[config.mk]
export PLATFORM = sky130hd
export DESIGN_NAME = booth_mult_sched
export DESIGN_NICKNAME = d
export VERILOG_FILES = /design/src/rtl/booth_sched_pkg.sv /design/src/rtl/booth_rr_arb.sv /design/src/rtl/booth_mult_sched.sv
export SDC_FILE = /design/constraint.sdc
export NUM_CORES = 1
export LEC_CHECK = 0
export ABC_CLOCK_PERIOD_IN_PS = 3800
export BUFFER_PORTS_ARGS = -buffer_cell sky130_fd_sc_hd__buf_2
export CORE_MARGIN = 3
export CORE_UTILIZATION = 43
export CTS_CLUSTER_DIAMETER = 30
export DETAILED_ROUTE_END_ITERATION = 12
export PLACE_DENSITY = 0.78
export SLEW_MARGIN = 20
export SYNTH_ARGS = -nofsm -noshare
export SYNTH_HDL_FRONTEND = slang
export SYNTH_HIERARCHICAL = 1
export SYNTH_SLANG_ARGS = --single-unit
[constraint.sdc]
create_clock -name clk -period 3.8 [get_ports clk]
set_input_delay 0.76 -clock clk [delete_from_list [all_inputs] [get_ports clk]]
set_output_delay 0.76 -clock clk [all_outputs]
set_load 0.005 [all_outputs]
[src/rtl/booth_sched_pkg.sv]
// booth_sched_pkg: shared types and widths for the booth multiplier scheduler
package booth_sched_pkg;
    typedef enum logic [1:0] {IDLE, LOAD, RUN, DONE} state_e;
    localparam int OPW         = 8;
    localparam int PRODW       = 16;
    localparam int IDW         = 3;
    localparam int LATENCY_DEF = 5;
endpackage

[src/rtl/booth_rr_arb.sv]
// booth_rr_arb: combinational round-robin grant searching upward from ptr+1 with wrap
module booth_rr_arb
    import booth_sched_pkg::*;
#(
    parameter int NREQ = 4
) (
    input  logic [NREQ-1:0] req,
    input  logic [IDW-1:0]  ptr,
    output logic [NREQ-1:0] grant,
    output logic [IDW-1:0]  idx,
    output logic            any
);
    // walk offsets from farthest to nearest so the nearest set request after ptr wins
    always_comb begin
        grant = '0;
        idx   = '0;
        for (int i = NREQ; i >= 1; i--)
            for (int k = 0; k < NREQ; k++)
                if (k == (int'(ptr) + i) % NREQ && req[k]) begin
                    grant    = '0;
                    grant[k] = 1'b1;
                    idx      = IDW'(k);
                end
    end
    assign any = |req;
endmodule

[src/rtl/booth_mult_sched.sv]
// booth_mult_sched: round-robin scheduler for one shared sequential radix-4 booth multiplier (optional ZERO_SKIP_EN)
module booth_mult_sched
    import booth_sched_pkg::*;
#(
    parameter int NREQ    = 4,
    parameter int LATENCY = LATENCY_DEF
) (
    input  logic                clk,
    input  logic                rst,
    input  logic [NREQ-1:0]     req_valid,
    input  logic [OPW*NREQ-1:0] req_a,
    input  logic [OPW*NREQ-1:0] req_b,
    output logic [NREQ-1:0]     req_ready,
    output logic                rsp_valid,
    input  logic                rsp_ready,
    output logic [IDW-1:0]      rsp_id,
    output logic [PRODW-1:0]    rsp_prod,
    output logic [OPW-1:0]      mul_a,
    output logic [OPW-1:0]      mul_b,
    output logic                mul_load,
    input  logic [PRODW-1:0]    mul_prod,
    output logic                busy
);
    localparam int CNTW = (LATENCY > 1) ? $clog2(LATENCY) : 1;

    state_e            state_q, state_d;
    logic [CNTW-1:0]   cnt_q, cnt_d;
    logic [IDW-1:0]    ptr_q, ptr_d;
    logic [IDW-1:0]    id_q, id_d;
    logic [OPW-1:0]    a_q, a_d, b_q, b_d;
    logic [PRODW-1:0]  prod_q, prod_d;
    logic              rv_q, rv_d;
    logic [NREQ-1:0]   grant;
    logic [IDW-1:0]    gidx;
    logic              gany;
    logic [OPW-1:0]    ga, gb;

    booth_rr_arb #(.NREQ(NREQ)) u_arb (
        .req   (req_valid),
        .ptr   (ptr_q),
        .grant (grant),
        .idx   (gidx),
        .any   (gany)
    );

    // select the granted requester's operands without a variable part-select
    always_comb begin
        ga = '0;
        gb = '0;
        for (int k = 0; k < NREQ; k++)
            if (grant[k]) begin
                ga = req_a[k*OPW +: OPW];
                gb = req_b[k*OPW +: OPW];
            end
    end

    // next-state and datapath: operands latched on accept and held until the next accept
    always_comb begin
        state_d = state_q;
        cnt_d   = cnt_q;
        ptr_d   = ptr_q;
        id_d    = id_q;
        a_d     = a_q;
        b_d     = b_q;
        prod_d  = prod_q;
        rv_d    = rv_q;
        case (state_q)
            IDLE: if (gany) begin
                a_d     = ga;
                b_d     = gb;
                ptr_d   = gidx;
                id_d    = gidx;
                state_d = LOAD;
`ifdef ZERO_SKIP_EN
                if (ga == '0 || gb == '0) begin
                    prod_d  = '0;
                    rv_d    = 1'b1;
                    state_d = DONE;
                end
`endif
            end
            LOAD: begin
                cnt_d   = '0;
                state_d = RUN;
            end
            RUN: begin
                cnt_d = cnt_q + 1'b1;
                if (cnt_q == CNTW'(LATENCY - 1)) begin
                    prod_d  = mul_prod;
                    rv_d    = 1'b1;
                    state_d = DONE;
                end
            end
            default: if (rsp_ready) begin
                rv_d    = 1'b0;
                state_d = IDLE;
            end
        endcase
    end

    // controller state and registers; rst aborts any operation in flight
    always_ff @(posedge clk or posedge rst) begin
        if (rst) begin
            state_q <= IDLE;
            cnt_q   <= '0;
            ptr_q   <= IDW'(NREQ - 1);
            id_q    <= '0;
            a_q     <= '0;
            b_q     <= '0;
            prod_q  <= '0;
            rv_q    <= 1'b0;
        end else begin
            state_q <= state_d;
            cnt_q   <= cnt_d;
            ptr_q   <= ptr_d;
            id_q    <= id_d;
            a_q     <= a_d;
            b_q     <= b_d;
            prod_q  <= prod_d;
            rv_q    <= rv_d;
        end
    end

    assign req_ready = (state_q == IDLE) ? grant : '0;
    assign mul_load  = (state_q == LOAD);
    assign busy      = (state_q != IDLE);
    assign mul_a     = a_q;
    assign mul_b     = b_q;
    assign rsp_valid = rv_q;
    assign rsp_id    = id_q;
    assign rsp_prod  = prod_q;
endmodule

==> load_flow_metrics.sql <==
INSERT INTO impl_metrics (metric_group, metric, value, unit) VALUES
('status', 'outcome', 'finished, final reports clean', ''),
('placement', 'place.gp.congestion', '0.853', ''),
('route', 'routed_via_density', '5.36', ''),
('synth', 'synth_cell_types', '45', ''),
('synth', 'yosys-top-cells-area', 'dfrtp_1, mux2_2, a222oi_1, a211oi_1, nor3b_1', ''),
('power_and_ir_drop', 'p_per_area', '719', 'nW/um^2'),
('grt', 'routing_usage_on_met2', '35.6', '%'),
('sta', 'worst_slew_pin_slew', '874', 'ps'),
('sta', 'postLayoutSetupSlackWorst', '953', 'ps'),
('synth', 'synth_ff_type', 'dfrtp_1', ''),
('grt', 'grtUsageMet1', '23.9', '%'),
('cts', 'tritoncts.num_buffers', '5', ''),
('worst_hold_path', 'worstHoldPathType', 'reg -> reg', ''),
('placement', 'detailedPlace.worstSlack', '988', 'ps'),
('cts', 'tritoncts', 'built', ''),
('sta', 'finalSetupViolCount', '0', ''),
('floorplan', 'floorplan.rows', '26', ''),
('synth', 'yosys.cell_count.top_type', 'dfrtp_1', ''),
('floorplan', 'die_area', '6430', 'sq um'),
('route', 'via_count', '2235', ''),
('cells_and_area', 'sequential_cell_area', '1080', 'sq um'),
('cells_and_area', 'synthToLayoutAreaGrowth', '31.0', '%'),
('synth', 'synth_top_area_share', '43.4', '%'),
('grt', 'antenna_found_initial', '0', ''),
('route', 'first_pass_iters', '7', ''),
('cts', 'cts-root-buf', 'clkbuf_8', ''),
('sta', 'fin_worst_skew', '9.41', 'ps'),
('sta', 'finalCritPeriodShare', '74.9', '%'),
('sta', 'maxSlewViolCount', '0', ''),
('synth', 'netlist_top_cells_count', 'dfrtp_1, nor2_1, mux2_2, nand2_1', ''),
('cells_and_area', 'multi_input_comb_area', '1140', 'sq um'),
('grt', 'busiest_layer', 'met2', ''),
('floorplan', 'core-area', '5200', 'sq um'),
('floorplan', 'ios', '129', ''),
('grt', 'grt-ovfl-total', '0', ''),
('critical_path', 'crit_path_max_fanout', '8', ''),
('critical_path', 'critPathKind', 'in -> out', ''),
('sta', 'setup-tns-final', '0', 'ps'),
('route', 'postRouteWirelength', '6510', 'microns'),
('critical_path', 'arrival', '2090', 'ps'),
('cells_and_area', 'instances_no_fill', '417', ''),
('synth', 'synthesis.area_per_instance', '10.5', 'sq um'),
('job', 'drv_cap', '0', ''),
('route', 'drt_first_iter_violations', '124', ''),
('synth', 'mappedNetlistNets', '319', ''),
('placement', 'dpl.cell_count', '409', ''),
('route', 'post_drt_wl_per_cell', '15.6', 'microns'),
('cells_and_area', 'drive_gt1_share', '47.0', '%'),
('cells_and_area', 'layout.nets', '440', ''),
('synth', 'synth_cells', '225', ''),
('floorplan', 'die_y', '80.2', 'microns'),
('grt', 'grt_pass1_vias', '2220', ''),
('route', 'drc_errors', '0', ''),
('grt', 'met3_usage', '5.16', '%'),
('cts', 'post_cts.repair.setup_buffers', '0', ''),
('sta', 'post-route-min-period', '2850', 'ps'),
('sta', 'timing.slew.headroom', '41.6', '%'),
('floorplan', 'die-width', '80.2', 'microns'),
('power_and_ir_drop', 'power_leakage', '1.50', 'nW'),
('cells_and_area', 'layout.filler_cells', '484', ''),
('cells_and_area', 'final_antenna_diode_count', '0', ''),
('synth', 'cell_taking_the_most_area_after_synthesis', 'dfrtp_1', ''),
('synth', 'yosys_warnings', '6', ''),
('synth', 'synth_area', '2360', 'sq um'),
('cts', 'clockBufferDepth', '2', ''),
('cts', 'reg_clk_slew_reported_paths', '80', 'ps'),
('critical_path', 'worst-endpoint-required', '3040', 'ps'),
('synth', 'asyncSetResetFlopFracSynth', '100', '%'),
('cts', 'source_to_sink_clock_delay_at_the_later_pin_of_the_worst_skew_pair', '300', 'ps'),
('cts', 'hold_buffers', '0', ''),
('cts', 'num_clock_sinks', '43', '');
-- through the flow --
| stage | utilization (%) | instance area (sq um) | power, W | hold WS [ps] |
|---|---|---|---|---|
| after floorplan | - | 2360 | 0.00155 | 437 |
| after global placement | 57.7 | 3000 | 0.00190 | 456 |
| after detailed placement | 57.7 | 3000 | 0.00195 | 467 |
| after CTS | 59.5 | 3100 | 0.00225 | 487 |
| after global routing | 59.5 | 3100 | 0.00242 | 510 |
| final | 59.5 | 3100 | 0.00223 | 484 |
-- placed cells by master (no fill, tap or decap), types with 3 or more instances in the layout --
cell	netlist	layout
inv_1	10	9
clkbuf_8	0	5
a222oi_1	14	14
buf_2	5	128
a211oi_1	14	14
o21ai_0	5	5
ha_1	7	7
nand2b_1	3	3
a21oi_1	6	6
nand2_1	17	17
dfrtp_1	41	41
nor2_1	22	22
mux2_2	17	17
nor3b_1	14	14
and2_1	5	5
-- layout make-up --
class                      count  area share, %
clock buffer                   5           2.22
clock inverter                 3          0.768
inverter                      10           1.21
multi-input combinational    156           37.0
sequential                    43           34.8
tap                           70           2.83
timing repair buffer         130           21.2
-- worst max-delay path, stage by stage --
cell and delay [ps]:
buf_2 120, or2_1 270, a21boi_1 150, o21ai_1 470, and2_1 200, buf_2 110
-- final timing paths --
path | start | end | slack (ps) | depth (start not counted)
max | req_valid[0] | req_ready[3] | 950 | 6
min | rsp_id[1]$_DFFE_PP0P_ | rsp_id[1]$_DFFE_PP0P_ | 480 | 2
max reg2reg | ptr_q[1]$_DFFE_PP1P_ | mul_b[3]$_DFFE_PP0P_ | 1440 | 6
min reg2reg | rsp_id[1]$_DFFE_PP0P_ | rsp_id[1]$_DFFE_PP0P_ | 480 | 2
max in group asynchronous | rst | mul_b[2]$_DFFE_PP0P_ | 2620 | 2
min in group asynchronous | rst | mul_a[2]$_DFFE_PP0P_ | 640 | 2
-- per-layer routing --
metal  part of all wire (%)  vias to the layer above
met5                      0                        -
met4                    1.2                        0
met3                    7.6                        8
met2                     52                       95
met1                     39                     1062
li1                       -                     1070
-- power by group --
group / total [W] / internal (W) / switching [W] / leakage [nW]
clock: 0.000303 / 0.000132 / 0.000172 / 0.0408
combinational: 0.00110 / 0.000518 / 0.000579 / 0.949
sequential: 0.000828 / 0.000695 / 0.000133 / 0.506
-- cell families (layout without fill, tap and decap cells) --
family                     after synthesis  after routing  synth area share [%]
AOI/OAI and AO/OA                       55             55                  18.3
adders and majority gates                7              7                  3.70
buffers and inverters                   26            148                  5.98
DFF                                     43             43                  45.6
muxes                                   18             18                  8.52
other                                    1              1                 0.159
and+or+nand+nor                         75             75                  17.7
-- sequential cells by signal (all words and copies together), names as in the netlist --
signal	cells
rsp_prod	16
ptr_q	3
rsp_id	2
state_q	2
mul_b	8
mul_a	8
rsp_valid	1
cnt_q	3
No activity file was read; power rests on OpenSTA's default activity.
